### src/rtl/axi_lite_up_bridge.sv
// AXI4-lite slave that converts each transaction into a single-cycle up_* request
// and waits for the matching acknowledge, answering SLVERR if the ack never arrives.
module axi_lite_up_bridge #(
  parameter int ADDRESS_WIDTH = 16,
  parameter int BUS_WIDTH     = 4,
  parameter int TIMEOUT       = 255
) (
  input  logic                       aclk,
  input  logic                       arst,
  input  logic                       s_axi_awvalid,
  input  logic [ADDRESS_WIDTH-1:0]   s_axi_awaddr,
  input  logic [2:0]                 s_axi_awprot,
  output logic                       s_axi_awready,
  input  logic                       s_axi_wvalid,
  input  logic [BUS_WIDTH*8-1:0]     s_axi_wdata,
  input  logic [BUS_WIDTH-1:0]       s_axi_wstrb,
  output logic                       s_axi_wready,
  output logic                       s_axi_bvalid,
  output logic [1:0]                 s_axi_bresp,
  input  logic                       s_axi_bready,
  input  logic                       s_axi_arvalid,
  input  logic [ADDRESS_WIDTH-1:0]   s_axi_araddr,
  input  logic [2:0]                 s_axi_arprot,
  output logic                       s_axi_arready,
  output logic                       s_axi_rvalid,
  output logic [BUS_WIDTH*8-1:0]     s_axi_rdata,
  output logic [1:0]                 s_axi_rresp,
  input  logic                       s_axi_rready,
  output logic                       up_wreq,
  output logic [ADDRESS_WIDTH-1:0]   up_waddr,
  output logic [BUS_WIDTH*8-1:0]     up_wdata,
  output logic [BUS_WIDTH-1:0]       up_wstrb,
  input  logic                       up_wack,
  output logic                       up_rreq,
  output logic [ADDRESS_WIDTH-1:0]   up_raddr,
  input  logic [BUS_WIDTH*8-1:0]     up_rdata,
  input  logic                       up_rack
);

  localparam int DW  = BUS_WIDTH * 8;
  localparam int LOG = $clog2(BUS_WIDTH);
  localparam int CW  = (TIMEOUT > 0) ? $clog2(TIMEOUT + 1) : 1;
  localparam logic [CW-1:0] TMAX = CW'(TIMEOUT);
  localparam logic [1:0] RESP_OKAY   = 2'b00;
  localparam logic [1:0] RESP_SLVERR = 2'b10;

  typedef enum logic [1:0] {W_IDLE, W_REQ, W_WAIT, W_RESP} wstate_t;
  typedef enum logic [1:0] {R_IDLE, R_REQ, R_WAIT, R_DATA} rstate_t;

  // The counter holds the number of cycles since the request pulse and sticks at TIMEOUT.
  function automatic logic [CW-1:0] cnt_inc(input logic [CW-1:0] c);
    if (TIMEOUT == 0 || c == TMAX) return c;
    return c + CW'(1);
  endfunction

  wstate_t r_wstate, w_wstate_n;
  rstate_t r_rstate, w_rstate_n;

  logic            r_aw_got, r_w_got, w_aw_got_n, w_w_got_n;
  logic [CW-1:0]   r_wcnt, w_wcnt_n, r_rcnt, w_rcnt_n;
  logic            r_awready, r_wready, r_bvalid, r_arready, r_rvalid;
  logic [1:0]      r_bresp, w_bresp_n, r_rresp, w_rresp_n;
  logic            r_wreq, r_rreq;
  logic [ADDRESS_WIDTH-1:0] r_waddr, r_raddr;
  logic [DW-1:0]   r_wdata, r_rdata, w_rdata_n;
  logic [BUS_WIDTH-1:0] r_wstrb;

  logic w_aw_hs, w_w_hs, w_ar_hs, w_wtimeout, w_rtimeout;
  logic w_unused_prot;

  assign w_aw_hs    = s_axi_awvalid & r_awready;
  assign w_w_hs     = s_axi_wvalid & r_wready;
  assign w_ar_hs    = s_axi_arvalid & r_arready;
  assign w_wtimeout = (TIMEOUT != 0) && (cnt_inc(r_wcnt) == TMAX);
  assign w_rtimeout = (TIMEOUT != 0) && (cnt_inc(r_rcnt) == TMAX);
  assign w_unused_prot = ^{s_axi_awprot, s_axi_arprot};

  always_comb begin
    w_wstate_n = r_wstate;
    w_aw_got_n = r_aw_got;
    w_w_got_n  = r_w_got;
    w_wcnt_n   = r_wcnt;
    w_bresp_n  = r_bresp;
    case (r_wstate)
      W_IDLE: begin
        w_aw_got_n = r_aw_got | w_aw_hs;
        w_w_got_n  = r_w_got | w_w_hs;
        w_wcnt_n   = '0;
        if (w_aw_got_n && w_w_got_n) w_wstate_n = W_REQ;
      end
      W_REQ: begin
        w_wcnt_n   = cnt_inc(r_wcnt);
        w_wstate_n = W_WAIT;
      end
      W_WAIT: begin
        w_wcnt_n = cnt_inc(r_wcnt);
        if (up_wack) begin
          w_bresp_n  = RESP_OKAY;
          w_wstate_n = W_RESP;
        end else if (w_wtimeout) begin
          w_bresp_n  = RESP_SLVERR;
          w_wstate_n = W_RESP;
        end
      end
      W_RESP: begin
        if (s_axi_bready) begin
          w_aw_got_n = 1'b0;
          w_w_got_n  = 1'b0;
          w_wstate_n = W_IDLE;
        end
      end
      default: w_wstate_n = W_IDLE;
    endcase
  end

  always_ff @(posedge aclk or posedge arst) begin
    if (arst) begin
      r_wstate  <= W_IDLE;
      r_aw_got  <= 1'b0;
      r_w_got   <= 1'b0;
      r_wcnt    <= '0;
      r_awready <= 1'b0;
      r_wready  <= 1'b0;
      r_bvalid  <= 1'b0;
      r_bresp   <= '0;
      r_wreq    <= 1'b0;
      r_waddr   <= '0;
      r_wdata   <= '0;
      r_wstrb   <= '0;
    end else begin
      r_wstate  <= w_wstate_n;
      r_aw_got  <= w_aw_got_n;
      r_w_got   <= w_w_got_n;
      r_wcnt    <= w_wcnt_n;
      r_awready <= (w_wstate_n == W_IDLE) && !w_aw_got_n;
      r_wready  <= (w_wstate_n == W_IDLE) && !w_w_got_n;
      r_bvalid  <= (w_wstate_n == W_RESP);
      r_bresp   <= w_bresp_n;
      r_wreq    <= (w_wstate_n == W_REQ);
      if (w_aw_hs) r_waddr <= s_axi_awaddr >> LOG;
      if (w_w_hs) begin
        r_wdata <= s_axi_wdata;
        r_wstrb <= s_axi_wstrb;
      end
    end
  end

  always_comb begin
    w_rstate_n = r_rstate;
    w_rcnt_n   = r_rcnt;
    w_rresp_n  = r_rresp;
    w_rdata_n  = r_rdata;
    case (r_rstate)
      R_IDLE: begin
        w_rcnt_n = '0;
        if (w_ar_hs) w_rstate_n = R_REQ;
      end
      R_REQ: begin
        w_rcnt_n   = cnt_inc(r_rcnt);
        w_rstate_n = R_WAIT;
      end
      R_WAIT: begin
        w_rcnt_n = cnt_inc(r_rcnt);
        if (up_rack) begin
          w_rdata_n  = up_rdata;
          w_rresp_n  = RESP_OKAY;
          w_rstate_n = R_DATA;
        end else if (w_rtimeout) begin
          w_rdata_n  = '0;
          w_rresp_n  = RESP_SLVERR;
          w_rstate_n = R_DATA;
        end
      end
      R_DATA: begin
        if (s_axi_rready) w_rstate_n = R_IDLE;
      end
      default: w_rstate_n = R_IDLE;
    endcase
  end

  always_ff @(posedge aclk or posedge arst) begin
    if (arst) begin
      r_rstate  <= R_IDLE;
      r_rcnt    <= '0;
      r_arready <= 1'b0;
      r_rvalid  <= 1'b0;
      r_rresp   <= '0;
      r_rdata   <= '0;
      r_rreq    <= 1'b0;
      r_raddr   <= '0;
    end else begin
      r_rstate  <= w_rstate_n;
      r_rcnt    <= w_rcnt_n;
      r_arready <= (w_rstate_n == R_IDLE);
      r_rvalid  <= (w_rstate_n == R_DATA);
      r_rresp   <= w_rresp_n;
      r_rdata   <= w_rdata_n;
      r_rreq    <= (w_rstate_n == R_REQ);
      if (w_ar_hs) r_raddr <= s_axi_araddr >> LOG;
    end
  end

  assign s_axi_awready = r_awready;
  assign s_axi_wready  = r_wready;
  assign s_axi_bvalid  = r_bvalid;
  assign s_axi_bresp   = r_bresp;
  assign s_axi_arready = r_arready;
  assign s_axi_rvalid  = r_rvalid;
  assign s_axi_rdata   = r_rdata;
  assign s_axi_rresp   = r_rresp;
  assign up_wreq       = r_wreq;
  assign up_waddr      = r_waddr;
  assign up_wdata      = r_wdata;
  assign up_wstrb      = r_wstrb;
  assign up_rreq       = r_rreq;
  assign up_raddr      = r_raddr;

endmodule

### config.mk
export PLATFORM = sky130hd
export DESIGN_NAME = axi_lite_up_bridge
export DESIGN_NICKNAME = d
export VERILOG_FILES = /design/src/rtl/axi_lite_up_bridge.sv
export SDC_FILE = /design/constraint.sdc
export NUM_CORES = 1
export LEC_CHECK = 0
export CORE_MARGIN = 2
export CORE_UTILIZATION = 60
export CTS_BUF_LIST = sky130_fd_sc_hd__clkbuf_8
export DETAILED_ROUTE_END_ITERATION = 12
export DONT_BUFFER_PORTS = 1
export GPL_ROUTABILITY_DRIVEN = 0
export PLACE_DENSITY = 0.82
export SYNTH_ARGS = -nofsm -noshare
export SYNTH_HDL_FRONTEND = slang
export SYNTH_SLANG_ARGS = --single-unit
### constraint.sdc
create_clock -name aclk -period 8.9 [get_ports aclk]
set_input_delay 0 -clock aclk [delete_from_list [all_inputs] [get_ports aclk]]
set_output_delay 0 -clock aclk [all_outputs]
set_load 0.02 [all_outputs]
==> flow_metrics.env, run 1 <==
export IMPL_status="finished clean"
export IMPL_viasPerCell=5.82
export IMPL_core_area_sq_mm=0.00928
export IMPL_cts_path_max_buffers=2
export IMPL_dieHeight_um=102
export IMPL_dr_pass1_iters=4
export IMPL_power_frac_comb_pct=26.6
export IMPL_vias=4327
export IMPL_reg2reg_depth=6
export IMPL_fin_ws_ns=6.08
export IMPL_power_total_uw=2500
export IMPL_clk_pin_slew_ns=0.08
export IMPL_ys_warnings_count=0
export IMPL_synth_top_area_share_pct=55.2
export IMPL_area_growth_pct=25.0
export IMPL_p_int_uw=1400
export IMPL_initial_core_util_pct=62.1
export IMPL_post_route_drc_count=0
export IMPL_fmax_mhz=354
export IMPL_ys_seq_elements=127
export IMPL_reg2reg_slack_ns=6.08
export IMPL_syn_area_per_cell_sq_um=11.5
export IMPL_grt_pass1_wl_um=22700
export IMPL_worstReg2RegStart="r_rcnt[0]"
export IMPL_crit_fanout=33
export IMPL_synth_edf_count=0
export IMPL_min_from="s_axi_wvalid"
export IMPL_final_util_pct=77.6
export IMPL_hpwl_um=8620
export IMPL_power_density_mw_per_mm2=347
export IMPL_critPathKind="reg2reg"
export IMPL_whs_ns=0.101
export IMPL_slew_headroom_pct=28.8
export IMPL_syn_inst=499
export IMPL_finClkSkew_ns=0.0154
export IMPL_worst_slew_pin_slew_ns=1.07
export IMPL_finalCriticalPeriod_ns=2.82
export IMPL_report_final_slew_viol_count=0
export IMPL_row_count=35
export IMPL_htree_levels=4
export IMPL_wl_per_cell_um=19.8
export IMPL_p_switching_uw=1090
export IMPL_rr_endpoint="s_axi_rdata[29]"
export IMPL_preCtsSetupSlack_ns=6.13
export IMPL_endpoint_kind="flip-flop"
export IMPL_drv_cap=0
export IMPL_cts_tree="built"
export IMPL_hold_viol=0
export IMPL_leakage_uw=0.00307
export IMPL_synth_cell_types=51
export IMPL_dieArea_sq_mm=0.0104
export IMPL_grt_pass1_vias=4610
export IMPL_synth_top_area_cell="dfrtp_1"
export IMPL_cp_start_kind="flip-flop"
export IMPL_seqPwrFrac_pct=54.0
export IMPL_io_buffers=0
export IMPL_worstSkewPairLatency_ns=0.43
export IMPL_cts_buffers=17
export IMPL_drt_total_wl_um=14700
export IMPL_drive_gt1_share_pct=21.7
export IMPL_netlist_area_sq_mm=0.00576
export IMPL_nNetsFinal=728
export IMPL_yosys_top_cells_area="dfrtp_1 55%, mux2_2 13%, nor2_1 5.9%"
export IMPL_gr_total_overflow=0
export IMPL_rsz0062_at_grt="false"
export IMPL_cp_data_required_time_ns=9.16
export IMPL_yosysSeqAreaShare_pct=55.2
export IMPL_layout_common_cells="127 x dfrtp_1, 103 x dlygate4sd3_1, 90 x nor2_1, 64 x mux2_2, 27 x nor3_2"
export IMPL_first_iter_violations=215
export IMPL_grt_max_degree=69
export IMPL_whs_endpoint="r_wstate[1]"
export IMPL_finalSetupTns_ns=0
export IMPL_die_w_um=102
export IMPL_io_pins=226
export IMPL_hp_class="in2reg"
export IMPL_root_buffer="clkbuf_8"
export IMPL_ir_drop_v=0.000226
export IMPL_grt_use_total_pct=28.6
export IMPL_antenna_found_initial=1
export IMPL_crit_arrival_ns=3.08
export IMPL_hold_depth=3
export IMPL_cts_sinks=127
export IMPL_async_reset_ff_share_pct=100
export IMPL_synth_ff_type="dfrtp_1"
export IMPL_setup_viol=0
export IMPL_fin_crit_sh_pct=31.7
export IMPL_postCtsSetupBuffers=0
export IMPL_final_common_cell="dfrtp_1"
export IMPL_p_clk_share_pct=19.3
export IMPL_ant_nets=0
export IMPL_sw_frac_of_total_pct=43.7
[registers in the layout, summed over array words and instances, names as in the netlist, 2 cells and up]
| register | count |
|---|---|
| up_raddr | 14 |
| up_wstrb | 4 |
| r_wstate | 2 |
| r_wcnt | 8 |
| up_waddr | 14 |
| r_rstate | 2 |
| s_axi_rdata | 32 |
| r_rcnt | 8 |
| up_wdata | 32 |
[per-layer routing]
| metal | up-vias | track usage [%] | part of all wire (%) |
|---|---|---|---|
| li1 | 1926 | - | - |
| met1 | 2132 | 32.1 | 36 |
| met2 | 217 | 49.5 | 53 |
| met3 | 52 | 8.55 | 7.2 |
| met4 | 0 | 14.5 | 3.8 |
| met5 | - | 0 | 0 |
[per-stage QoR]
stage                     std cells  area [sq um]
after global routing            743          7200
after detailed placement        607          5780
after global placement          607          5780
after CTS                       742          7200
after floorplan                 504          5780
final                           743          7200
[area by class of cell]
type	instances	area [sq um]
Sequential cell	127	3180
Clock buffer	19	262
Fill cell	556	2080
Tap cell	129	161
Timing Repair Buffer	107	1060
Clock inverter	13	128
Antenna cell	1	2.50
Inverter	13	51.3
Multi-Input combinational cell	334	2360
[cells in the mapped netlist (3+ instances only)]
library cell	n
a21oi_1	22
a31oi_1	4
a41oi_1	3
and2_1	3
and3_1	4
buf_2	3
buf_4	6
clkbuf_1	16
dfrtp_1	127
ha_1	13
inv_1	13
mux2_2	64
nand2_1	14
nand2b_1	3
nand3_1	11
nand4_1	5
nor2_1	90
nor2b_1	4
nor3_1	7
nor3_2	27
o21ai_0	17
[worst max-delay path by stage]
stage	start	endpoint	depth (start not counted)
after global placement	r_rcnt[0]	s_axi_rdata[29]	6
after floorplan	arst	r_aw_got	1
after global routing	r_rcnt[0]	s_axi_rdata[29]	6
after detailed placement	r_rcnt[0]	s_axi_rdata[31]	6
final	r_rcnt[0]	s_axi_rdata[29]	6
after CTS	r_rcnt[0]	s_axi_rdata[31]	6
[power groups by stage]
stage	Sequential [uW]	Clock [uW]	Combinational [uW]
after global routing	1380	516	736
after floorplan	1270	0	509
after global placement	1330	0	564
after CTS	1330	485	647
after detailed placement	1340	0	605
final	1350	482	665
[what timing repair did]
item                      CTS  global route
hold buffers              103             0
gates resized for setup     0             0
hold endpoints to repair  167             0
[kinds of logic (layout without fill, tap and decap cells)]
kind of cell	after synthesis	after routing	synth area share, %
xor gates and xnor gates	2	2	0.304
adders and majority gates	14	14	3.00
AOI/OAI and AO/OA	68	68	7.67
muxes	66	66	12.9
buffers and inverters	43	152	4.28
other	1	7	0.0651
and+or+nand+nor	178	178	16.7
DFF	127	127	55.2
[critical path, stage by stage (launching register included)]
cell	delay, ns
dfrtp_1	0.45
ha_1	0.29
and2_1	0.27
a211oi_4	0.36
o2111a_1	0.22
and3_2	0.90
nor3_1	0.16
Note: power is estimated with default switching activity, not from simulation.
==> run 2: changes to the inputs <==
--- a/config.mk
+++ b/config.mk
@@ -6,12 +6,12 @@
 export NUM_CORES = 1
 export LEC_CHECK = 0
 export CORE_MARGIN = 2
-export CORE_UTILIZATION = 60
+export CORE_UTILIZATION = 59
 export CTS_BUF_LIST = sky130_fd_sc_hd__clkbuf_8
 export DETAILED_ROUTE_END_ITERATION = 12
 export DONT_BUFFER_PORTS = 1
 export GPL_ROUTABILITY_DRIVEN = 0
-export PLACE_DENSITY = 0.82
+export PLACE_DENSITY = 0.84
 export SYNTH_ARGS = -nofsm -noshare
 export SYNTH_HDL_FRONTEND = slang
 export SYNTH_SLANG_ARGS = --single-unit
==> constraint.sdc (replaced) <==
create_clock -name aclk -period 2.4 [get_ports aclk]
set_input_delay 0 -clock aclk [delete_from_list [all_inputs] [get_ports aclk]]
set_output_delay 0 -clock aclk [all_outputs]
set_load 0.02 [all_outputs]
==> run 2 against run 1 <==
Clock skew increased by 0.0036 ns. Worst setup slack got worse by 6.0 ns. Total power increased to 3.9 times the previous value. Maximum frequency increased by 24%. Combinational power increased to 3.9 times the previous value. Hold slack got worse by 0.016 ns. Flip-flop and latch count unchanged. Final area increased by 1.5%. Wire length increased by 4.5%. Critical path depth unchanged. Sequential power increased to 3.7 times the previous value. Highest routed layer unchanged.
==> flow_metrics.env, run 2 (same netlist as run 1, synthesis figures left out) <==
export IMPL_grt_max_degree=128
export IMPL_drv_cap=0
export IMPL_cts_buffers=17
export IMPL_finClkSkew_ns=0.0191
export IMPL_dieHeight_um=103
export IMPL_postCtsSetupBuffers=0
export IMPL_power_density_mw_per_mm2=1310
export IMPL_grt_pass1_wl_um=22800
export IMPL_cp_start_kind="flip-flop"
export IMPL_final_common_cell="dfrtp_1"
export IMPL_ant_nets=0
export IMPL_whs_ns=0.0855
export IMPL_dieArea_sq_mm=0.0106
export IMPL_layout_common_cells="127 x dfrtp_1, 104 x dlygate4sd3_1, 90 x nor2_1, 64 x mux2_2, 27 x nor3_2"
export IMPL_ir_drop_v=0.000736
export IMPL_critPathKind="reg2reg"
export IMPL_hold_viol=0
export IMPL_fmax_mhz=439
export IMPL_report_final_slew_viol_count=0
export IMPL_clk_pin_slew_ns=0.08
export IMPL_rsz0062_at_grt="false"
export IMPL_post_route_drc_count=0
export IMPL_initial_core_util_pct=59.8
export IMPL_gr_total_overflow=0
export IMPL_drt_total_wl_um=15400
export IMPL_leakage_uw=0.00310
export IMPL_antenna_found_initial=0
export IMPL_area_growth_pct=26.9
export IMPL_grt_pass1_vias=4614
export IMPL_htree_levels=4
export IMPL_drive_gt1_share_pct=22.1
export IMPL_cp_data_required_time_ns=2.73
export IMPL_slew_headroom_pct=56.7
export IMPL_final_util_pct=75.9
export IMPL_fin_crit_sh_pct=94.8
export IMPL_first_iter_violations=215
export IMPL_row_count=36
export IMPL_wl_per_cell_um=20.6
export IMPL_core_area_sq_mm=0.00964
export IMPL_endpoint_kind="flip-flop"
export IMPL_io_buffers=0
export IMPL_cts_sinks=127
export IMPL_worst_slew_pin_slew_ns=0.650
export IMPL_setup_viol=0
export IMPL_finalCriticalPeriod_ns=2.28
export IMPL_vias=4407
export IMPL_hpwl_um=8260
export IMPL_dr_pass1_iters=5
export IMPL_cts_tree="built"
export IMPL_finalSetupTns_ns=0
export IMPL_cts_path_max_buffers=2
export IMPL_root_buffer="clkbuf_8"
export IMPL_status="finished clean"
export IMPL_crit_arrival_ns=2.60
export IMPL_die_w_um=103
export IMPL_crit_fanout=7
export IMPL_grt_use_total_pct=29.0
export IMPL_diodes=0
export IMPL_viasPerCell=5.89
export IMPL_io_pins=226
export IMPL_nNetsFinal=731
export IMPL_hp_class="in2reg"
export IMPL_worstSkewPairLatency_ns=0.44
[run 2: cell types whose count changed in the layout (fill, tap and decap cells not counted), moves of 2 or more]
cell        before  now
inv_6            5    1
buf_12           0    2
clkinvlp_4       2    4
bufinv_16        1    4
[run 2: worst paths after layout]
check	from	end	slack, ns	cells after the start
min in group asynchronous	arst	r_wstate[0]	0.24	3
min reg2reg	r_aw_got	r_aw_got	0.59	2
min	up_rack	s_axi_rdata[31]	0.09	4
max reg2reg	r_wcnt[0]	s_axi_bresp[1]	0.12	6
max	r_wcnt[0]	s_axi_bresp[1]	0.12	6
max in group asynchronous	arst	r_rcnt[3]	1.67	3
[run 2: timing repair]
action / CTS / global route
endpoints found under the hold margin: 234 / 0
hold buffers: 104 / 0
endpoints found under the setup margin: 0 / 1
gates resized for setup: 0 / 2
[run 2: per-stage QoR]
step           instances  power, uW  instance area (sq um)  worst slack [ns]
2_1_floorplan        504       6590                   5780             0.358
3_3_place_gp         613       6990                   5820             0.257
3_5_place_dp         613       7190                   5820             0.178
4_1_cts              748       9390                   7300             0.167
5_1_grt              748      10100                   7310            0.0422
6_report             748       9610                   7310             0.124
[run 2: where the power goes]
part           internal, uW  switching [uW]  total (uW)  leakage [uW]
Clock                  1160             892        2050      0.000211
Sequential             3090            1910        4990       0.00152
Combinational          1250            1320        2570       0.00137
[run 2: routing by layer]
metal	vias to the layer above	track usage (%)	share of wire, %
li1	1928	-	-
met1	2204	30.3	34
met2	222	52.8	56
met3	53	6.31	5.6
met4	0	18.0	4.2
met5	-	0	0
[run 2: final cells by class]
class / instances / area, sq um
flip-flops and latches: 127 / 3180
multi-input cells: 334 / 2370
fillers: 584 / 2330
repair buffers: 110 / 1110
clock buffers: 18 / 248
clock inverters: 13 / 188
well taps: 133 / 166
inverters: 13 / 52.6
[run 2: worst max-delay path, cell delays in order, from the launching register on]
cell	delay, ns
dfrtp_1	0.49
ha_1	0.36
nand3_2	0.21
or3_1	0.40
o31ai_1	0.08
o2111ai_1	0.27
a221oi_2	0.37
